<file path="config.mk">
export PLATFORM = sky130hd
export DESIGN_NAME = cr_tim_intc
export DESIGN_NICKNAME = d
export VERILOG_FILES = /design/src/rtl/cr_intc_pkg.sv /design/src/rtl/cr_intc_arb.sv /design/src/rtl/cr_tim_intc.sv
export SDC_FILE = /design/constraint.sdc
export NUM_CORES = 1
export LEC_CHECK = 0
export ABC_AREA = 0
export CAP_MARGIN = 25
export CELL_PAD_IN_SITES_DETAIL_PLACEMENT = 1
export CELL_PAD_IN_SITES_GLOBAL_PLACEMENT = 1
export CORE_MARGIN = 4
export CORE_UTILIZATION = 25
export CTS_CLUSTER_DIAMETER = 120
export DETAILED_ROUTE_END_ITERATION = 8
export PLACE_DENSITY_LB_ADDON = 0.1
export SLEW_MARGIN = 40
export SYNTH_ARGS = -nofsm -noshare
export SYNTH_HDL_FRONTEND = slang
export SYNTH_SLANG_ARGS = --single-unit
export TNS_END_PERCENT = 20
</file>
<file path="constraint.sdc">
create_clock -name forever_cpuclk -period 9.4 [get_ports forever_cpuclk]
set_input_delay 1.41 -clock forever_cpuclk [delete_from_list [all_inputs] [get_ports forever_cpuclk]]
set_output_delay 1.41 -clock forever_cpuclk [all_outputs]
set_load 0.02 [all_outputs]
</file>
<file path="src/rtl/cr_intc_pkg.sv">
// Shared types and constants for the core-timer interrupt controller.
package cr_intc_pkg;

  // Request handshake states
  typedef enum logic [1:0] {
    ST_IDLE   = 2'd0,
    ST_REQ    = 2'd1,
    ST_ACTIVE = 2'd2
  } intc_state_e;

  // Register block sits at addr[7:4] == 4'h2; addr[3:2] picks the register
  localparam logic [3:0] INTC_BASE_NIB = 4'h2;
  localparam logic [1:0] REG_IER       = 2'd0;
  localparam logic [1:0] REG_IPR       = 2'd1;
  localparam logic [1:0] REG_PRIO      = 2'd2;
  localparam logic [1:0] REG_ACT       = 2'd3;

  // Largest source count the 4-bit ID can address
  localparam int MAX_SRC = 16;

endpackage

</file>
<file path="src/rtl/cr_intc_arb.sv">
// Combinational arbiter: highest priority value wins, lowest index breaks ties.
module cr_intc_arb
  import cr_intc_pkg::*;
#(
  parameter int NUM_SRC = 8,
  parameter int PRIO_W  = 2
) (
  input  logic [NUM_SRC-1:0]        cand,
  input  logic [NUM_SRC*PRIO_W-1:0] prio,
  output logic [3:0]                win_id,
  output logic                      any_vld
);

  logic [PRIO_W-1:0] best_prio_s;
  logic [3:0]        best_id_s;
  logic              found_s;

  // Scan upward from index 0; strict greater-than keeps the lower index on ties
  always_comb begin
    best_prio_s = {PRIO_W{1'b0}};
    best_id_s   = 4'h0;
    found_s     = 1'b0;
    for (int i = 0; i < NUM_SRC; i++) begin
      if (cand[i] && (!found_s || (prio[i*PRIO_W +: PRIO_W] > best_prio_s))) begin
        best_prio_s = prio[i*PRIO_W +: PRIO_W];
        best_id_s   = 4'(i);
        found_s     = 1'b1;
      end else begin
        found_s     = found_s;
      end
    end
  end

  assign win_id  = best_id_s;
  assign any_vld = found_s;

endmodule

</file>
<file path="src/rtl/cr_tim_intc.sv">
// Vectored interrupt controller behind the core timer: source 0 is the timer
// level, sources 1..NUM_SRC-1 are asynchronous rising-edge pads.
module cr_tim_intc
  import cr_intc_pkg::*;
#(
  parameter int NUM_SRC = 8,
  parameter int PRIO_W  = 2
) (
  input  logic               forever_cpuclk,
  input  logic               cpurst,
  input  logic               ctim_pad_int_vld,
  input  logic [NUM_SRC-2:0] pad_intc_src,
  input  logic               tcipif_intc_sel,
  input  logic [15:0]        tcipif_intc_addr,
  input  logic               tcipif_intc_write,
  input  logic [31:0]        tcipif_intc_wdata,
  output logic               intc_tcipif_cmplt,
  output logic [31:0]        intc_tcipif_rdata,
  output logic               intc_core_int_vld,
  output logic [3:0]         intc_core_int_id,
  input  logic               core_intc_int_ack
);

  logic [NUM_SRC-1:0]        ier_r;
  logic [NUM_SRC*PRIO_W-1:0] prio_r;
  logic [NUM_SRC-1:1]        edge_pend_r;
  logic [NUM_SRC-2:0]        sync1_r, sync2_r, sync3_r;
  intc_state_e               state_r;
  logic [3:0]                req_id_r, active_id_r;
  logic                      vld_r;

  logic                      hit_s, wr_hit_s, rd_hit_s, eoi_s;
  logic [NUM_SRC-1:0]        pend_s, cand_s, req_sel_s;
  logic [NUM_SRC-1:1]        rise_s, w1c_s, ack_clr_s;
  logic [3:0]                win_id_s;
  logic                      any_s, req_cand_s;
  logic [31:0]               rdata_s;
  logic                      unused_s;

  assign hit_s    = tcipif_intc_sel && (tcipif_intc_addr[7:4] == INTC_BASE_NIB);
  assign wr_hit_s = hit_s && tcipif_intc_write;
  assign rd_hit_s = hit_s && !tcipif_intc_write;
  assign eoi_s    = wr_hit_s && (tcipif_intc_addr[3:2] == REG_ACT) && (state_r == ST_ACTIVE);
  assign rise_s   = sync2_r & ~sync3_r;
  assign pend_s   = {edge_pend_r, ctim_pad_int_vld};
  assign cand_s   = ier_r & pend_s;
  assign unused_s = ^{tcipif_intc_addr[15:8], tcipif_intc_addr[1:0], tcipif_intc_wdata};

  cr_intc_arb #(.NUM_SRC(NUM_SRC), .PRIO_W(PRIO_W)) u_arb (
    .cand    (cand_s),
    .prio    (prio_r),
    .win_id  (win_id_s),
    .any_vld (any_s)
  );

  // One-hot of the held request ID, used for withdrawal check and ack clear
  always_comb begin
    req_sel_s = {NUM_SRC{1'b0}};
    for (int i = 0; i < NUM_SRC; i++) begin
      req_sel_s[i] = (req_id_r == 4'(i));
    end
  end

  assign req_cand_s = |(cand_s & req_sel_s);

  // Pending-bit clear masks from software W1C and from the core's ack
  always_comb begin
    if (wr_hit_s && (tcipif_intc_addr[3:2] == REG_IPR)) begin
      w1c_s = tcipif_intc_wdata[NUM_SRC-1:1];
    end else begin
      w1c_s = {(NUM_SRC-1){1'b0}};
    end
    if ((state_r == ST_REQ) && core_intc_int_ack) begin
      ack_clr_s = req_sel_s[NUM_SRC-1:1];
    end else begin
      ack_clr_s = {(NUM_SRC-1){1'b0}};
    end
  end

  // Pad synchronizers plus delay stage for rising-edge detection
  always_ff @(posedge forever_cpuclk) begin
    if (cpurst) begin
      sync1_r <= {(NUM_SRC-1){1'b0}};
      sync2_r <= {(NUM_SRC-1){1'b0}};
      sync3_r <= {(NUM_SRC-1){1'b0}};
    end else begin
      sync1_r <= pad_intc_src;
      sync2_r <= sync1_r;
      sync3_r <= sync2_r;
    end
  end

  // Software-visible enable, priority and edge-pending state; new edges beat clears
  always_ff @(posedge forever_cpuclk) begin
    if (cpurst) begin
      ier_r       <= {NUM_SRC{1'b0}};
      prio_r      <= {(NUM_SRC*PRIO_W){1'b0}};
      edge_pend_r <= {(NUM_SRC-1){1'b0}};
    end else begin
      if (wr_hit_s && (tcipif_intc_addr[3:2] == REG_IER)) begin
        ier_r <= tcipif_intc_wdata[NUM_SRC-1:0];
      end
      if (wr_hit_s && (tcipif_intc_addr[3:2] == REG_PRIO)) begin
        prio_r <= tcipif_intc_wdata[NUM_SRC*PRIO_W-1:0];
      end
      edge_pend_r <= (edge_pend_r & ~w1c_s & ~ack_clr_s) | rise_s;
    end
  end

  // Request handshake: latch winner, hold until ack or withdrawal, wait for EOI
  always_ff @(posedge forever_cpuclk) begin
    if (cpurst) begin
      state_r     <= ST_IDLE;
      req_id_r    <= 4'h0;
      active_id_r <= 4'h0;
      vld_r       <= 1'b0;
    end else begin
      case (state_r)
        ST_IDLE: begin
          if (any_s) begin
            state_r  <= ST_REQ;
            req_id_r <= win_id_s;
            vld_r    <= 1'b1;
          end
        end
        ST_REQ: begin
          if (core_intc_int_ack) begin
            state_r     <= ST_ACTIVE;
            active_id_r <= req_id_r;
            vld_r       <= 1'b0;
          end else if (!req_cand_s) begin
            state_r <= ST_IDLE;
            vld_r   <= 1'b0;
          end
        end
        ST_ACTIVE: begin
          if (eoi_s) begin
            state_r <= ST_IDLE;
          end
        end
        default: begin
          state_r <= ST_IDLE;
          vld_r   <= 1'b0;
        end
      endcase
    end
  end

  // Combinational register read mux; zero when no read is decoded
  always_comb begin
    rdata_s = 32'h0000_0000;
    if (rd_hit_s) begin
      case (tcipif_intc_addr[3:2])
        REG_IER:  rdata_s[NUM_SRC-1:0] = ier_r;
        REG_IPR:  rdata_s[NUM_SRC-1:0] = pend_s;
        REG_PRIO: rdata_s[NUM_SRC*PRIO_W-1:0] = prio_r;
        REG_ACT: begin
          rdata_s[31]  = (state_r == ST_ACTIVE);
          rdata_s[3:0] = active_id_r;
        end
        default:  rdata_s = 32'h0000_0000;
      endcase
    end else begin
      rdata_s = 32'h0000_0000;
    end
  end

  assign intc_tcipif_rdata = rdata_s;
  assign intc_tcipif_cmplt = tcipif_intc_sel;
  assign intc_core_int_vld = vld_r;
  assign intc_core_int_id  = req_id_r;

endmodule

</file>
==> results of run 1 <==
cell families after synthesis:
kind of cell / Yosys count / synth area share (%)
AO/OA/AOI/OAI: 75 / 16.5
adder cells (fa/ha/maj): 10 / 3.77
buffers and inverters: 42 / 6.70
flip-flops: 61 / 36.7
multiplexers: 22 / 8.62
other: 1 / 0.113
AND/OR/NAND/NOR: 185 / 27.5
power breakdown:
| part | internal (uW) | switching, uW |
|---|---|---|
| Clock | 239 | 123 |
| Combinational | 20.2 | 20.7 |
| Sequential | 264 | 3.58 |
per-layer routing:
layer,global-route usage (%),up-vias
met2,24.0,66
met1,19.8,1478
li1,-,1503
met5,0,-
met4,4.50,0
met3,3.11,9
area by class of cell:
cell class	instances	share of cell area (%)
inverter	10	0.804
timing repair buffer	90	17.4
clock buffer	10	5.12
sequential	61	26.2
tap	172	4.61
clock inverter	5	1.80
multi-input combinational	308	44.1
synthesized netlist by cell type (all sizes together), types with 2 or more instances:
cell type	n	area, um^2
nand2	63	236
a41o	7	71.3
and2	13	83.8
or2	2	12.5
nand2b	2	12.5
o211ai	2	20.0
mux4	5	116
ha	10	125
nand3	7	35.0
a22oi	2	20.0
inv	9	33.8
a21o	4	30.0
nor3	4	20.0
dfxtp	61	1220
a21oi	32	164
mux2i	17	170
nor3b	2	20.0
a31oi	2	12.5
a2111oi	2	17.5
clkbuf	11	41.3
a21boi	2	22.5
nor2b	39	251
o21ai	11	58.8
buf	21	144
o32ai	2	43.8
and3	4	25.0
nor2	42	158
critical path, delay by kind of cell:
family / cells / cell delay (ns)
and+or+nand+nor: 15 / 1.88
buffers and inverters: 4 / 0.52
muxes: 1 / 0.09
adders and majority gates: 7 / 1.86
AOI/OAI and AO/OA: 20 / 3.41
state kept, by name, indices dropped and copies added (netlist names), 3 cells and up:
register,count
sync1_r,7
edge_pend_r,7
ier_r,8
intc_core_int_id,3
prio_r,16
sync3_r,7
active_id_r,3
sync2_r,7
what timing repair did:
action | in CTS | in global routing
buffers inserted | 2 | 5
endpoints found under the setup margin | 3 | 3
pin swaps | 6 | 18
resized for setup | 13 | 13
worst paths after layout:
check / startpoint / end / slack, ns / cells past startpoint
setup / recovery: ctim_pad_int_vld / intc_core_int_id[0] / 0.54 / 47
hold / removal: sync1_r[4] / sync2_r[4] / 0.43 / 1
setup reg to reg: ier_r[0] / intc_core_int_id[0] / 1.31 / 47
hold reg to reg: sync1_r[4] / sync2_r[4] / 0.43 / 1
metrics by stage:
step           power (uW)  area (um^2)  setup TNS (ns)  cells  util [%]
3_3_place_gp          314         4160           -1.14    633      32.4
6_report              670         4670               0    656      36.4
3_5_place_dp          315         4170           -1.70    634      32.5
5_1_grt               696         4670               0    656      36.4
2_1_floorplan         296         3380               0    411         -
4_1_cts               681         4570               0    651      35.7
==> results.py, run 1 <==
metrics = {
    "detailed_routing": {
        "wl_met1_um": 5080,
        "drc": 0,
        "dr_wl_met2_um": 4920,
        "via_count": 3056,
        "drt_iter0_drc": 109,
        "highest_layer": "met4",
        "ant_nets": 0,
        "wl_met3_um": 387,
        "wl_per_cell_um": 16.0,
        "firstDrtPassIters": 4,
        "drt-total-wl_um": 10500,
        "via_per_inst": 4.66,
    },
    "timing": {
        "grt_setup_unrepaired": "no",
        "period_minus_slack_ns": 8.86,
        "finClkSkew_ns": 0.00556,
        "max_slew_margin_pct": 51.7,
        "finalSetupViolations": 0,
        "post-route-period-util_pct": 94.2,
        "tightest_slew_ns": 0.725,
        "fmax_ghz": 0.113,
        "finalHoldViolCount": 0,
        "drv_slew": 0,
        "finalWorstSetupSlack_ns": 0.542,
        "whs_ns": 0.434,
    },
    "layout": {
        "drive_gt1_share_pct": 18.8,
        "multiInputGateArea_um2": 2060,
        "n_fill_cell": 1529,
        "syn2layout_area_growth_pct": 40.5,
        "final_cell_mix": "nand2_1 (61), dfxtp_1 (61), clkdlybuf4s50_1 (54)",
        "seq_area_um2": 1220,
        "nNetsFinal": 551,
        "diodes": 0,
    },
    "clock_tree": {
        "clockRootBuffer": "clkbuf_16",
        "cts_max_level": 3,
        "hold_buffers": 0,
        "clk-insertion-delay-late_ns": 0.33,
        "clkTransAtPathRegs_ns": 0.05,
        "tritoncts": "built",
        "clock-sinks": 61,
        "clockBufferDepth": 2,
        "cts_buffers": 9,
    },
    "global_route": {
        "grt_usage_pct": 14.8,
        "grt_pass1_vias": 3190,
        "grt_max_degree": 54,
        "grt_pass1_wl_um": 17100,
        "antenna_found_initial": 0,
        "grt_overflow": 0,
    },
    "critical_path": {
        "crit_type": "in2reg",
        "critPathArrivalTime_ns": 9.13,
        "crit_fanout": 5,
        "cp_slowest_stage_delay_ns": 0.35,
        "endpoint_kind": "flip-flop",
        "worstPathRequired_ns": 9.68,
        "cpMostUsedCell": "ha_1",
        "start_kind": "primary input",
        "worst_path_max_delay_cell": "a2111o_1",
    },
    "synthesis": {
        "netlist_area_um2": 3320,
        "postSynthCellCount": 396,
        "seq_area_frac_synth_pct": 36.7,
        "synth_cell_types": 59,
        "synth-edff-count": 0,
        "ys_seq_elements": 61,
        "async_flop_share_pct": 0,
        "yosys_warnings": 0,
        "avgSynthCellArea_um2": 8.39,
        "synth_ff_type": "dfxtp_1",
    },
    "die": {
        "dieArea_um2": 15200,
        "io_pins": 99,
        "num_rows": 41,
        "die_x_um": 123,
        "die_h_um": 123,
        "start_util_pct": 25.9,
        "core-area_um2": 12800,
    },
    "power": {
        "p_leak_uw": 0.00187,
        "power_density_nw_per_um2": 144,
        "ir_drop_uv": 109,
    },
    "outcome": {
        "status": "finished clean",
    },
    "placement": {
        "dpl.hpwl_um": 7940,
        "gp_congestion": 0.766,
        "port_buffers": 56,
        "dp_slack_ns": -0.620,
    },
    "min_path": {
        "hold_path.class": "reg2reg",
    },
    "job": {
        "maxCapViolCount": 0,
    },
}
No activity file was read; power rests on OpenSTA's default activity.
==> inputs of run 2 (changes only) <==
--- a/config.mk
+++ b/config.mk
@@ -13,6 +13,7 @@
 export CORE_UTILIZATION = 25
 export CTS_CLUSTER_DIAMETER = 120
 export DETAILED_ROUTE_END_ITERATION = 8
+export MAX_ROUTING_LAYER = met4
 export PLACE_DENSITY_LB_ADDON = 0.1
 export SLEW_MARGIN = 40
 export SYNTH_ARGS = -nofsm -noshare
==> run 2 against run 1 <==
  * Non-clock buffer count unchanged
  * Core utilization unchanged
  * Register-to-register slack about the same
  * Global-route usage up 0.41 points
  * Flip-flop and latch count unchanged
  * Largest cell class unchanged
  * Highest routed layer unchanged
==> results.py, run 2 (synthesized netlist as in run 1, its figures left out) <==
metrics = {
    "clock_tree": {
        "cts_buffers": 9,
        "clock-sinks": 61,
        "hold_buffers": 0,
        "clockBufferDepth": 2,
        "cts_max_level": 3,
        "clockRootBuffer": "clkbuf_16",
        "clkTransAtPathRegs_ns": 0.05,
        "clk-insertion-delay-late_ns": 0.33,
        "tritoncts": "built",
    },
    "placement": {
        "gp_congestion": 0.776,
        "placed_area_um2": 4170,
        "dp.cells": 634,
        "dpl.hpwl_um": 7940,
        "port_buffers": 56,
    },
    "critical_path": {
        "start_kind": "primary input",
        "cpMostUsedCell": "ha_1",
        "crit_fanout": 5,
        "critPathArrivalTime_ns": 9.13,
        "worstPathRequired_ns": 9.68,
        "cp_slowest_stage_delay_ns": 0.35,
        "crit_type": "in2reg",
        "endpoint_kind": "flip-flop",
        "worst_path_max_delay_cell": "a2111o_1",
    },
    "timing": {
        "whs_ns": 0.434,
        "post-route-period-util_pct": 94.2,
        "tightest_slew_ns": 0.709,
        "finalSetupViolations": 0,
        "grt_setup_unrepaired": "no",
        "finalHoldViolCount": 0,
        "fmax_ghz": 0.113,
        "drv_slew": 0,
        "max_slew_margin_pct": 52.7,
        "period_minus_slack_ns": 8.85,
        "finClkSkew_ns": 0.00462,
    },
    "layout": {
        "n_fill_cell": 1529,
        "diodes": 0,
        "fin_area_um2": 4670,
        "largest_register_ffs": 16,
        "syn2layout_area_growth_pct": 40.5,
        "top_register": "prio_r",
        "drive_gt1_share_pct": 18.8,
        "reg_top3": "prio_r (16), ier_r (8)",
        "final_cell_mix": "nand2_1 (61), dfxtp_1 (61), clkdlybuf4s50_1 (54)",
        "multiInputGateArea_um2": 2060,
        "nNetsFinal": 551,
        "seq_area_um2": 1220,
        "instances_no_fill": 656,
    },
    "detailed_routing": {
        "wl_per_cell_um": 16.0,
        "firstDrtPassIters": 4,
        "drt_iter0_drc": 108,
        "via_count": 3043,
        "ant_nets": 0,
        "drc": 0,
        "via_per_inst": 4.64,
        "drt-total-wl_um": 10500,
    },
    "die": {
        "start_util_pct": 25.9,
        "dieArea_um2": 15200,
        "die_x_um": 123,
        "num_rows": 41,
        "core-area_um2": 12800,
        "die_h_um": 123,
        "io_pins": 99,
    },
    "power": {
        "power_density_nw_per_um2": 143,
        "p_leak_uw": 0.00187,
        "finalPower_uw": 670,
        "ir_drop_uv": 108,
    },
    "global_route": {
        "antenna_found_initial": 0,
        "grt_overflow": 0,
        "grt_pass1_vias": 3187,
        "grt_pass1_wl_um": 17100,
        "grt_usage_pct": 15.2,
        "grt_max_degree": 54,
    },
    "job": {
        "maxCapViolCount": 0,
    },
    "min_path": {
        "hold_path.class": "reg2reg",
    },
    "outcome": {
        "status": "finished clean",
    },
}
==> run 2: power breakdown <==
group	switching [uW]	internal, uW	leakage [uW]
logic	20.7	20.2	0.00122
clock network	122	239	0.000151
registers	3.62	264	0.000496
total	147	523	0.00187
==> run 2: layer usage <==
layer  track usage [%]  vias up  routed length [um]
li1                  -     1502                   -
met1              19.9     1474                5140
met2              23.9       56                4900
met3              2.88       11                 337
met4              4.71        0                 125
met5                 -        -                   0
==> run 2: through the flow <==
stage	setup WS, ns	setup TNS [ns]	util (%)
floorplan	0.399	0	-
global placement	-0.435	-1.14	32.4
detailed placement	-0.620	-1.70	32.5
CTS	0.00892	0	35.7
global route	0.0382	0	36.4
finish	0.548	0	36.4
==> run 2: worst paths after layout <==
kind                                        from                  end  slack, ns  cells past startpoint
worst max-delay path            ctim_pad_int_vld  intc_core_int_id[0]       0.55                     47
worst min-delay path                  sync1_r[4]           sync2_r[4]       0.43                      1
worst max register to register          ier_r[0]  intc_core_int_id[0]       1.31                     47
worst min register to register        sync1_r[4]           sync2_r[4]       0.43                      1
==> run 2: final cells by class <==
| type | count | area share, % |
|---|---|---|
| inverter | 10 | 0.804 |
| multi-input combinational | 308 | 44.1 |
| clock inverter | 5 | 1.80 |
| tap | 172 | 4.61 |
| clock buffer | 10 | 5.12 |
| sequential | 61 | 26.2 |
| timing repair buffer | 90 | 17.4 |
==> run 2: timing repair <==
item / 4_1_cts / 5_1_grt
buffers inserted: 2 / 5
gates cloned: 0 / 0
resized for setup: 13 / 13
setup endpoints to repair: 3 / 3
pin swaps: 6 / 18
==> run 2: critical path: cells and delay by family <==
family	cells	cell delay [ns]
adder cells (fa/ha/maj)	7	1.86
multiplexers	1	0.09
AND/OR/NAND/NOR	15	1.87
buffers and inverters	4	0.52
AO/OA/AOI/OAI	20	3.41
